### config.mk
export PLATFORM = sky130hd
export DESIGN_NAME = hilo_mult_unit
export DESIGN_NICKNAME = d
export VERILOG_FILES = /design/src/rtl/hilo_mult_unit.sv
export SDC_FILE = /design/constraint.sdc
export NUM_CORES = 1
export LEC_CHECK = 0
export BUFFER_PORTS_ARGS = -buffer_cell sky130_fd_sc_hd__buf_4
export CORE_MARGIN = 5
export CORE_UTILIZATION = 30
export DETAILED_ROUTE_END_ITERATION = 10
export HOLD_SLACK_MARGIN = 0.02
export PLACE_DENSITY_LB_ADDON = 0.05
export SYNTH_ARGS = -nofsm -noshare
export SYNTH_HDL_FRONTEND = slang
export SYNTH_SLANG_ARGS = --single-unit
### constraint.sdc
create_clock -name clk -period 4.3 [get_ports clk]
set_input_delay 0.43 -clock clk [delete_from_list [all_inputs] [get_ports clk]]
set_output_delay 0.43 -clock clk [all_outputs]
set_load 0.03 [all_outputs]
### src/rtl/hilo_mult_unit.sv
// Multi-cycle shift-add multiplier with architectural HI/LO registers for the EX stage.
// Raises stall_E while a multiply is in flight and a mult/mf/mt instruction reaches EX.
module hilo_mult_unit #(
    parameter int unsigned WIDTH = 32
) (
    input  logic             clk,
    input  logic             rst,
    input  logic             mult_we_E,
    input  logic             mult_signed_E,
    input  logic [WIDTH-1:0] a_E,
    input  logic [WIDTH-1:0] b_E,
    input  logic             mf_rd_E,
    input  logic             mf_hilo_sel_E,
    input  logic             mt_we_E,
    input  logic             abort,
    output logic [WIDTH-1:0] hilo_rd,
    output logic             busy,
    output logic             done,
    output logic             stall_E
);

    localparam int unsigned DW = 2 * WIDTH;
    localparam int unsigned CW = $clog2(WIDTH) + 1;

    typedef enum logic [1:0] {
        S_IDLE = 2'd0,
        S_BUSY = 2'd1,
        S_FIN  = 2'd2
    } state_t;

    state_t          r_state;
    state_t          w_state_nxt;
    logic [WIDTH-1:0] r_hi;
    logic [WIDTH-1:0] r_lo;
    logic [DW-1:0]    r_mcand;
    logic [WIDTH-1:0] r_mplier;
    logic [DW-1:0]    r_acc;
    logic [CW-1:0]    r_cnt;
    logic             r_neg;

    logic             w_start;
    logic             w_mt_wr;
    logic             w_last;
    logic [WIDTH-1:0] w_a_mag;
    logic [WIDTH-1:0] w_b_mag;
    logic [DW-1:0]    w_result;

    // Magnitudes are only taken for signed multiplies; the most negative value maps to 2^(W-1).
    assign w_a_mag  = (mult_signed_E & a_E[WIDTH-1]) ? (WIDTH'(0) - a_E) : a_E;
    assign w_b_mag  = (mult_signed_E & b_E[WIDTH-1]) ? (WIDTH'(0) - b_E) : b_E;
    assign w_start  = (r_state == S_IDLE) & mult_we_E & ~abort;
    assign w_mt_wr  = (r_state == S_IDLE) & mt_we_E & ~mult_we_E & ~abort;
    assign w_last   = (r_cnt == CW'(WIDTH - 1));
    assign w_result = r_neg ? (DW'(0) - r_acc) : r_acc;

    always_ff @(posedge clk) begin
        if (rst) begin
            r_state <= S_IDLE;
        end else begin
            r_state <= w_state_nxt;
        end
    end

    always_comb begin
        w_state_nxt = r_state;
        case (r_state)
            S_IDLE:  if (w_start) w_state_nxt = S_BUSY;
            S_BUSY: begin
                if (abort)       w_state_nxt = S_IDLE;
                else if (w_last) w_state_nxt = S_FIN;
            end
            S_FIN:   w_state_nxt = S_IDLE;
            default: w_state_nxt = S_IDLE;
        endcase
    end

    always_comb begin
        busy    = (r_state != S_IDLE);
        done    = (r_state == S_FIN);
        stall_E = (r_state != S_IDLE) & (mult_we_E | mf_rd_E | mt_we_E) & ~abort;
        hilo_rd = mf_hilo_sel_E ? r_hi : r_lo;
    end

    // Datapath: operand capture, one shift-add step per BUSY cycle, HI/LO commit in FIN.
    always_ff @(posedge clk) begin
        if (rst) begin
            r_hi     <= '0;
            r_lo     <= '0;
            r_mcand  <= '0;
            r_mplier <= '0;
            r_acc    <= '0;
            r_cnt    <= '0;
            r_neg    <= 1'b0;
        end else begin
            case (r_state)
                S_IDLE: begin
                    if (w_start) begin
                        r_mcand  <= {WIDTH'(0), w_a_mag};
                        r_mplier <= w_b_mag;
                        r_neg    <= mult_signed_E & (a_E[WIDTH-1] ^ b_E[WIDTH-1]);
                        r_acc    <= '0;
                        r_cnt    <= '0;
                    end else if (w_mt_wr) begin
                        if (mf_hilo_sel_E) r_hi <= a_E;
                        else               r_lo <= a_E;
                    end
                end
                S_BUSY: begin
                    r_acc    <= r_acc + (r_mplier[0] ? r_mcand : DW'(0));
                    r_mcand  <= r_mcand << 1;
                    r_mplier <= r_mplier >> 1;
                    r_cnt    <= r_cnt + CW'(1);
                end
                S_FIN: begin
                    if (!abort) begin
                        r_hi <= w_result[DW-1:WIDTH];
                        r_lo <= w_result[WIDTH-1:0];
                    end
                end
                default: ;
            endcase
        end
    end

endmodule
### Word-level counts from Yosys, hierarchy flattened

Index checks and enable logic that the tools add are counted.

| storage, ports and cells | value |
|---|---|
| flip-flop bits (word level) | 233 |
| output and inout port bits | 35 |
| word-level logic and storage cells | 74 |
| bits of input ports | 72 |

| cells by class | value |
|---|---|
| reduce and logical (&&, ||, !) cells | 9 |
| mux-type cells | 27 |
| add/sub/neg operators | 5 |
| equality and inequality tests | 10 |
| bitwise operators | 15 |

Operators with widths:

| operator | number |
|---|---|
| two-way mux 32 bit | 12 |
| two-way mux 64 bit | 4 |
| case mux 64 bit (2 select lines) | 2 |
| case mux 32 bit (2 select lines) | 3 |
| adder 64 bit | 1 |
| subtractor 1 x 32 -> 32 bit (first input constant) | 2 |
| subtractor 1 x 64 -> 64 bit (first input constant) | 1 |
| != test 2 bit (second input constant) | 6 |
| case mux 6 bit (2 select lines) | 1 |
| AND 1 bit | 10 |
| AND reduction 5 bit | 2 |
| adder 6 x 1 -> 6 bit (second input constant) | 1 |
| == test 6 x 5 -> 1 bit (second input constant) | 1 |
| two-way mux 2 bit | 3 |
| two-way mux 6 bit | 1 |
| AND reduction 2 bit | 3 |
| nonzero test 2 bit | 3 |
| case mux 2 bit (2 select lines) | 1 |
| != test 3 bit (second input constant) | 1 |
| == test 2 x 1 -> 1 bit (second input constant) | 1 |
| == test 2 bit (second input constant) | 1 |
| logical NOT 2 bit | 1 |
| NOT 1 bit | 2 |
| OR 1 bit | 2 |
| bitwise XOR 1 bit | 1 |

### Logic depth before layout (Yosys ltp)

Gate-level depths: netlist of run 1.

| depth | value |
|---|---|
| word-level depth | 7 |
| mapped depth | 17 |
| depth with buffers taken out | 15 |

### Least setup slack after synthesis of run 1

Ideal clock, no wire load.

| timing path | value |
|---|---|
| path kind | reg2reg |
| start | register r_mplier[0] |
| end | register r_acc[60] |
| stages on the path, launching flop included | 18 |
| period minus slack after synthesis | 3.852 ns |
| library setup time | 0.117 ns |
| arrival | 3.736 ns |
| buffers on the path | 2 |
| slack | 0.448 ns |
| path through | dfxtp_1 clkbuf_1 clkbuf_1 and2_1 ha_1 inv_1 fa_1 nor2b_1 o21ai_0 a21oi_1 o21ai_0 a21o_1 a311o_1 and3_1 o31a_1 o41ai_1 xor2_1 a22o_1 |

| on the way | value |
|---|---|
| word-level cells in the longest chain between the ends | 3 |

Ends and longest elaborated chain:

| what | line | text |
|---|---|---|
| from (decl) | 36 | `logic [WIDTH-1:0] r_mplier;` |
| from (signal assigned) | 99 | `r_mplier <= w_b_mag;` |
| from (signal assigned) | 111 | `r_mplier <= r_mplier >> 1;` |
| two-way mux 64 bit | 109 | `r_acc <= r_acc + (r_mplier[0] ? r_mcand : DW'(0));` |
| adder 64 bit | 109 |  |
| case mux 64 bit (2 select lines) | 95 | `case (r_state)` |
| to (signal assigned) | 109 |  |
| to (decl) | 37 | `logic [DW-1:0] r_acc;` |

No other way between the ends.
A chain may end at the register's enable or synchronous reset.

### Worst setup path in the final report of run 1

| timing path | value |
|---|---|
| start | register r_mplier[0] |
| end | register r_acc[63] |

Same word-level chain as after synthesis.

==> impl_metrics.yaml, run 1 <==
clocking:
  cts_htree_levels: 1
  tritoncts: "built"
  worstSkewPairLatency_ns: 0.59
  ctsRootBufferMaster: "clkbuf_16"
  path_clk_slew_ns: 0.06
  clockBufferDepth: 3
  cts_sinks: 233
  ctsHoldBuffers: 0
  numCtsBuffers: 31
synth:
  postSynthAreaPerCell_um2: 7.66
  synth_edf_count: 0
  synth_adder_area_share: 0.0549
  synthMuxAreaShare: 0.0243
  async_flop_share: 0
  synth_nets: 2181
  synth_seq_cells: 233
  synth-compound-area-share: 0.267
  synth.distinct_cells: 76
  seq_area_frac_synth: 0.298
  syn-cell-area_um2: 15600
  synth-xor-area-share: 0.0986
  yosys.area_share.simple: 0.215
  synthFlopType: "dfxtp_1"
  synth_cells: 2041
  synth_top_family_by_area: "compound AO/OA/AOI/OAI gates"
  yosysWarnings: 0
sta:
  maxSlewHeadroom: 0.252
  finalCritPeriodShare: 0.947
  fin_skew_ns: 0.0293
  rsz0062_at_grt: "no"
  tightestPinTransition_ns: 1.12
  finalSetupViolCount: 0
  max_freq_ghz: 0.246
  hold_viol_final: 0
  slew_viol_final: 0
  setup_tns_ns: 0
  fin_crit_ns: 4.07
global_routing:
  grt_max_degree: 99
  grt_pass1_vias: 14558
  overflow: 0
  grt_pass1_wl_um: 87600
  grt_use_total: 0.192
  grt_antenna_before_repair: 1
worst_hold_path:
  hold_path.class: "in2reg"
  hold_depth: 4
  hold_end: "r_mplier[17]"
  min_from: "b_E[17]"
power_and_ir_drop:
  irDropWorstVdd_mv: 0.286
  leakagePower_nw: 7.34
  p_total_mw: 5.32
  powerDensity_nw_per_um2: 293
floorplanning:
  die_x_um: 238
  start_util: 0.304
  core-area_um2: 51500
  placementRows: 83
  io_pins: 107
  die_y_um: 238
  dieArea_um2: 56800
setup_path:
  cp.required_ns: 4.81
  worstRegToRegCells: 15
  start_kind: "flop"
  rr_endpoint: "r_acc[63]"
  crit_arrival_ns: 4.58
  cp_max_fo: 25
  reg2reg_slack_ns: 0.23
  crit_path_end_kind: "flop"
  setup.worst_path.class: "reg2reg"
  timing.rr.start: "r_mplier[0]"
drt:
  dr.first_iter.drc_count: 954
  via_per_inst: 5.41
  drc: 0
  drtPass1Iterations: 5
  wl_um: 56800
  via_count: 15068
  postRouteAntennaNets: 0
  wl_per_cell_um: 20.4
cells_and_area:
  final_cells: 2786
  fin_nets: 2224
  drive_gt1_frac: 0.126
  utilization: 0.352
  area_delta_synth_final_pct: 16.1
place:
  place_congestion: 0.880
  placed_cells: 2730
  dp_hpwl_um: 41800
  io_buffers: 106
run:
  max_cap_viol_count: 0
status:
  status: "complete, no violations"
-- synthesized netlist by cell type (all sizes together) (13+ instances only) --
master,instances,area share
o21bai,17,0.0082
nand3,68,0.022
buf,13,0.0035
nor4,18,0.0090
or4,16,0.0084
o41ai,24,0.014
ha,67,0.054
nand2b,14,0.0061
a22o,32,0.018
clkbuf,129,0.031
xor2,92,0.052
xnor2,84,0.047
nor3,21,0.0067
a211oi,46,0.022
or3,13,0.0052
a22oi,56,0.027
a21o,40,0.019
and2,71,0.028
nand4,22,0.0092
a221oi,15,0.0084
a21oi,257,0.082
o31ai,28,0.014
o21ai,92,0.030
dfxtp,233,0.30
nand2,217,0.052
mux2,32,0.023
nor2,204,0.049
inv,31,0.0074
-- through the flow --
step	hold slack, ns	setup WS [ns]	instance area (um2)
after global routing	0.134	0.00725	18200
after global placement	0.429	0.0902	17200
final	0.143	0.230	18200
after detailed placement	0.434	-0.00367	17200
after CTS	0.103	0.0700	18100
after floorplan	0.414	0.448	15600
-- report_power, final --
| part | switching (mW) | total, mW | internal, mW |
|---|---|---|---|
| registers | 0.0375 | 2.25 | 2.21 |
| clock network | 1.03 | 2.51 | 1.48 |
| logic | 0.371 | 0.563 | 0.191 |
-- cells by family (layout without fill, tap and decap cells) --
| family | Yosys count | in the layout |
|---|---|---|
| AND/OR/NAND/NOR | 704 | 704 |
| AO/OA/AOI/OAI | 653 | 653 |
| flip-flops | 233 | 233 |
| XOR/XNOR | 176 | 176 |
| buffers and inverters | 173 | 237 |
| adder cells (fa/ha/maj) | 68 | 68 |
| multiplexers | 34 | 34 |
| other | 0 | 1 |
-- repair_timing --
action,4_1_cts,5_1_grt
setup buffers,0,1
endpoints found under the setup margin,1,2
pin swaps,0,2
resized for setup,1,5
-- routing by layer --
layer | up-vias | GRT usage | share of wire
li1 | 7469 | - | -
met1 | 7238 | 0.282 | 0.50
met2 | 296 | 0.301 | 0.44
met3 | 65 | 0.0227 | 0.043
met4 | 0 | 0.0438 | 0.021
met5 | - | 0 | 0
-- placed cells by master (no fill, tap or decap), types with 40 or more instances in the layout --
cell type,count
nor2_1,201
and2_1,71
xnor2_1,84
a21oi_1,255
a211oi_1,46
a22oi_1,56
nand2_1,217
dfxtp_1,232
buf_4,149
o21ai_0,86
nand3_1,68
a21o_1,40
ha_1,66
xor2_1,92
-- flip-flops by register name (all words and copies together), names as in the netlist --
signal    cells
r_mplier     32
r_state       2
r_neg         1
r_cnt         6
r_hi         32
r_acc        64
r_mcand      64
r_lo         32
-- worst max-delay path: stages (launching register included) --
cell and delay (ns):
dfxtp_1 0.33, buf_12 0.16, and2_1 0.15, ha_1 0.35
and4_1 0.26, or4b_1 0.51, nor3_1 0.17, o211ai_1 0.25
a2111oi_2 0.44, buf_4 0.20, o211ai_1 0.15, a21oi_2 0.18
o21ai_0 0.12, and3_1 0.18, or4b_1 0.46, nand3_1 0.07
-- final cells by class --
class | instances | area (um2)
Antenna cell | 1 | 2.50
Tap cell | 680 | 851
Fill cell | 5536 | 33400
Multi-Input combinational cell | 1635 | 10400
Sequential cell | 233 | 4670
Clock inverter | 7 | 73.8
Inverter | 31 | 116
Clock buffer | 47 | 896
Timing Repair Buffer | 152 | 1170
-- worst max-delay path by stage --
stage	from	endpoint	depth (start not counted)
CTS	r_mplier[0]	r_acc[63]	15
floorplan	r_mplier[0]	r_acc[60]	17
finish	r_mplier[0]	r_acc[63]	15
global route	r_mplier[0]	r_acc[60]	16
detailed placement	r_mplier[0]	r_acc[63]	15
global placement	r_mplier[0]	r_acc[63]	15
(Power assumes the default switching activity.)
==> inputs of run 2 (changes only) <==
--- a/config.mk
+++ b/config.mk
@@ -11,6 +11,7 @@
 export DETAILED_ROUTE_END_ITERATION = 10
 export HOLD_SLACK_MARGIN = 0.02
 export PLACE_DENSITY_LB_ADDON = 0.05
+export SLEW_MARGIN = 25
 export SYNTH_ARGS = -nofsm -noshare
 export SYNTH_HDL_FRONTEND = slang
 export SYNTH_SLANG_ARGS = --single-unit
==> constraint.sdc (replaced) <==
create_clock -name clk -period 4.5 [get_ports clk]
set_input_delay 0.45 -clock clk [delete_from_list [all_inputs] [get_ports clk]]
set_output_delay 0.45 -clock clk [all_outputs]
set_load 0.03 [all_outputs]
==> run 2 against run 1 <==
Effect of this change: sequential power is 4% lower; combinational power is 5.3% lower; critical path depth stayed put; sequential share of layout area is 0.085 points higher; flip-flop and latch count stayed put; clock power is 2% higher.
==> impl_metrics.yaml, run 2 (same netlist as run 1, synthesis figures left out) <==
clocking:
  clockBufferDepth: 3
  tritoncts: "built"
  numCtsBuffers: 30
  cts_htree_levels: 1
  cts_sinks: 233
  worstSkewPairLatency_ns: 0.58
  path_clk_slew_ns: 0.06
  ctsRootBufferMaster: "clkbuf_16"
sta:
  fin_crit_ns: 4.20
  maxSlewHeadroom: 0.296
  finalCritPeriodShare: 0.934
  fin_skew_ns: 0.0187
  slew_viol_final: 0
  hold_viol_final: 0
  tightestPinTransition_ns: 1.05
  rsz0062_at_grt: "no"
  max_freq_ghz: 0.238
  setup_tns_ns: 0
  finalSetupViolCount: 0
global_routing:
  grt_max_degree: 100
  overflow: 0
  grt_pass1_wl_um: 86100
  grt_antenna_before_repair: 0
  grt_pass1_vias: 14347
  grt_use_total: 0.189
run:
  max_cap_viol_count: 0
setup_path:
  cp_max_fo: 33
  cp.required_ns: 5.01
  slowest_delay_ns: 0.52
  crit_path_end_kind: "flop"
  start_kind: "flop"
  path_cells: "buf_12 > and2_1 > ha_1 > and4_1 > or4b_1 > nor3_1 > o211ai_1 > a2111oi_1 > buf_4 > o211ai_1 > a21oi_2 > o21ai_0 > and3_1 > or4b_1 > nand3_1"
  crit_slowest_cell: "a2111oi_1"
  setup.worst_path.class: "reg2reg"
  crit_arrival_ns: 4.72
cells_and_area:
  final_common_cell: "a21oi_1"
  final_cell_mix: "a21oi_1, dfxtp_1, nand2_1"
  reg_top3: "r_acc (64), r_mcand (64)"
  fin_nets: 2204
  utilization: 0.351
  final_cells: 2767
  design_area_um2: 18100
  area_delta_synth_final_pct: 15.7
  drive_gt1_frac: 0.119
floorplanning:
  io_pins: 107
  core-area_um2: 51500
  die_y_um: 238
  placementRows: 83
  start_util: 0.304
  dieArea_um2: 56800
  die_x_um: 238
worst_hold_path:
  hold_path.class: "in2reg"
drt:
  postRouteAntennaNets: 0
  wl_per_cell_um: 20.4
  dr.first_iter.drc_count: 1010
  drtPass1Iterations: 5
  drc: 0
  wl_um: 56500
  via_per_inst: 5.42
  via_count: 14992
place:
  place_congestion: 0.861
  dp_hpwl_um: 41700
  dpl-instance-area_um2: 17000
  io_buffers: 106
  placed_cells: 2712
status:
  status: "complete, no violations"
power_and_ir_drop:
  powerDensity_nw_per_um2: 290
  leakagePower_nw: 7.29
  irDropWorstVdd_mv: 0.273
[run 2: metrics by stage]
| step | setup slack [ns] | total power [mW] | hold WS (ns) |
|---|---|---|---|
| detailed placement | 0.233 | 2.73 | 0.434 |
| floorplan | 0.648 | 2.50 | 0.414 |
| global route | 0.0195 | 5.47 | 0.152 |
| global placement | 0.217 | 2.73 | 0.429 |
| finish | 0.297 | 5.26 | 0.167 |
| CTS | 0.197 | 5.34 | 0.123 |
[run 2: cell type report]
| type | instances | area [um2] |
|---|---|---|
| clock buffers | 40 | 838 |
| clock inverters | 14 | 213 |
| multi-input cells | 1635 | 10400 |
| well taps | 680 | 851 |
| diodes | 1 | 2.50 |
| fillers | 5581 | 33400 |
| repair buffers | 133 | 1040 |
| inverters | 31 | 116 |
| flip-flops and latches | 233 | 4670 |
[run 2: power by group]
part / leakage, nW / switching [mW] / total, mW / internal, mW
combinational: 4.89 / 0.351 / 0.533 / 0.182
clock: 0.517 / 0.986 / 2.57 / 1.59
sequential: 1.89 / 0.0377 / 2.15 / 2.11
[run 2: repair_timing]
action                                  in CTS  in global routing
gates resized for setup                      0                  1
endpoints found under the setup margin       0                  1
hold buffers                                 0                  0
buffers inserted                             0                  0
[run 2: critical path: cells and delay by family, from the launching register on]
family | cells | cell delay (ns)
buf+inv | 2 | 0.38
fa+ha+maj | 1 | 0.40
simple gates | 7 | 1.75
compound gates | 5 | 1.28
flops | 1 | 0.33
[run 2: worst paths after layout]
| path | start | to | slack (ns) | cells past startpoint |
|---|---|---|---|---|
| setup / recovery | r_mplier[0] | r_acc[63] | 0.30 | 15 |
| hold / removal | b_E[17] | r_mplier[17] | 0.17 | 4 |
| setup reg to reg | r_mplier[0] | r_acc[63] | 0.30 | 15 |
| hold reg to reg | r_hi[30] | r_hi[30] | 0.45 | 2 |
[run 2: per-layer routing]
layer | vias up | share of wire | track usage
li1 | 7430 | - | -
met1 | 7200 | 0.49 | 0.274
met2 | 310 | 0.45 | 0.305
met3 | 52 | 0.043 | 0.0209
met4 | 0 | 0.019 | 0.0407
met5 | - | 0 | 0
==> inputs of run 3 (changes only) <==
--- a/config.mk
+++ b/config.mk
@@ -11,6 +11,7 @@
 export DETAILED_ROUTE_END_ITERATION = 10
 export HOLD_SLACK_MARGIN = 0.02
 export PLACE_DENSITY_LB_ADDON = 0.05
+export RECOVER_POWER = 50
 export SLEW_MARGIN = 25
 export SYNTH_ARGS = -nofsm -noshare
 export SYNTH_HDL_FRONTEND = slang
==> run 3 against run 2 <==
Effect of this change: the flow now finishes with violations (capacitance limit, slew limit); total power is 0.15% lower; non-clock buffer count stayed put; die area is the same; core utilization is 0.26 points lower; critical path type unchanged; largest power group unchanged.
==> impl_metrics.yaml, run 3 (same netlist as run 1, synthesis figures left out) <==
place:
  place_congestion: 0.861
  dp_hpwl_um: 41700
  io_buffers: 106
drt:
  wl_per_cell_um: 20.5
  via_count: 15049
  dr.first_iter.drc_count: 1023
  postRouteAntennaNets: 0
  via_per_inst: 5.44
  wl_um: 56600
  drtPass1Iterations: 5
  drc: 0
power_and_ir_drop:
  irDropWorstVdd_mv: 0.273
  p_total_mw: 5.25
  p_clk_frac: 0.491
  p_sw_frac: 0.262
  p_int_mw: 3.87
  power_frac_comb: 0.100
  seqPwrFrac: 0.410
  p_sw_mw: 1.38
  powerDensity_nw_per_um2: 292
  leakagePower_nw: 7.20
clocking:
  clockBufferDepth: 3
  path_clk_slew_ns: 0.06
  tritoncts: "built"
  cts_sinks: 233
  worstSkewPairLatency_ns: 0.58
  numCtsBuffers: 30
  ctsHoldBuffers: 0
  ctsRootBufferMaster: "clkbuf_16"
  cts_htree_levels: 1
global_routing:
  grt_use_total: 0.189
  grt_antenna_before_repair: 0
  grt_max_degree: 100
  grt_pass1_wl_um: 86100
  grt_pass1_vias: 14347
  overflow: 0
floorplanning:
  core-area_um2: 51500
  die_x_um: 238
  start_util: 0.304
  dieArea_um2: 56800
  io_pins: 107
  placementRows: 83
  die_y_um: 238
cells_and_area:
  final_common_cell: "a21oi_1"
  reg_top3: "r_acc (64), r_mcand (64)"
  fill_cells: 5607
  utilization: 0.349
  final_cell_mix: "a21oi_1, dfxtp_1, nand2_1"
  drive_gt1_frac: 0.102
  area_delta_synth_final_pct: 14.9
  fin_nets: 2204
status:
  failed_checks: "capacitance limit, slew limit"
  status: "finished, violations left"
sta:
  finalCritPeriodShare: 0.940
  fin_skew_ns: 0.0187
  slew_viol_final: 133
  rsz0062_at_grt: "no"
  maxSlewHeadroom: -0.757
  tightestPinTransition_ns: 2.62
  finalSetupViolCount: 0
  fin_crit_ns: 4.23
  setup_tns_ns: 0
  hold_slack_ns: 0.167
  max_freq_ghz: 0.236
  hold_viol_final: 0
setup_path:
  crit_path_end_kind: "flop"
  cp.required_ns: 5.01
  start_kind: "flop"
  setup.worst_path.class: "reg2reg"
  crit_arrival_ns: 4.74
  cp_max_fo: 33
run:
  max_cap_viol_count: 3
worst_hold_path:
  hold_path.class: "in2reg"
==> run 3: changes by cell type in the layout (fill, tap and decap cells not counted), sizes merged <==
cell	previous run	this run
clkbuf	40	65
buf	133	108
==> run 3: final timing paths <==
| check | slack (ns) | from | cells past startpoint | to |
|---|---|---|---|---|
| max reg2reg | 0.27 | r_mplier[0] | 15 | r_acc[63] |
| min reg2reg | 0.45 | r_hi[30] | 2 | r_hi[30] |
| max | 0.27 | r_mplier[0] | 15 | r_acc[63] |
| min | 0.17 | b_E[17] | 4 | r_mplier[17] |
==> run 3: layer usage <==
layer | GRT usage | routed length (um)
met1 | 0.274 | 27800
met2 | 0.305 | 25300
met3 | 0.0209 | 2330
met4 | 0.0407 | 1120
met5 | 0 | 0
==> run 3: cell type report <==
| type | count | area, um2 | area share |
|---|---|---|---|
| multi-input cells | 1635 | 10300 | 0.576 |
| flip-flops and latches | 233 | 4670 | 0.260 |
| repair buffers | 133 | 926 | 0.0515 |
| well taps | 680 | 851 | 0.0474 |
| clock buffers | 40 | 838 | 0.0467 |
| clock inverters | 14 | 213 | 0.0118 |
| inverters | 31 | 116 | 0.00648 |
| diodes | 1 | 2.50 | 0.000139 |
==> run 3: critical path: stages, from the launching register on <==
cell and delay [ns]:
dfxtp_1 0.33, buf_12 0.17, and2_1 0.15, ha_1 0.40, and4_1 0.27, or4b_1 0.47
nor3_1 0.16, o211ai_1 0.19, a2111oi_1 0.51, buf_4 0.21, o211ai_1 0.17, a21oi_2 0.27
o21ai_0 0.15, and3_1 0.17, or4b_1 0.46, nand3_1 0.07
==> run 3: power by group through the flow <==
| stage | logic [mW] | registers [mW] | clock network [mW] |
|---|---|---|---|
| floorplan | 0.322 | 2.18 | 0 |
| global placement | 0.536 | 2.19 | 0 |
| detailed placement | 0.537 | 2.19 | 0 |
| CTS | 0.540 | 2.15 | 2.65 |
| global route | 0.574 | 2.15 | 2.73 |
| finish | 0.524 | 2.15 | 2.57 |
==> run 3: stage by stage <==
stage	area [um2]	std cells	setup slack, ns
after global routing	18000	2766	0.0195
after CTS	18100	2766	0.197
final	18000	2767	0.271
after global placement	17000	2712	0.217
after detailed placement	17000	2712	0.233
after floorplan	15600	2041	0.648
==> run 3: repair_timing <==
item	in CTS	in global routing
buffers inserted	0	0
resized for setup	0	1
endpoints found under the setup margin	0	1
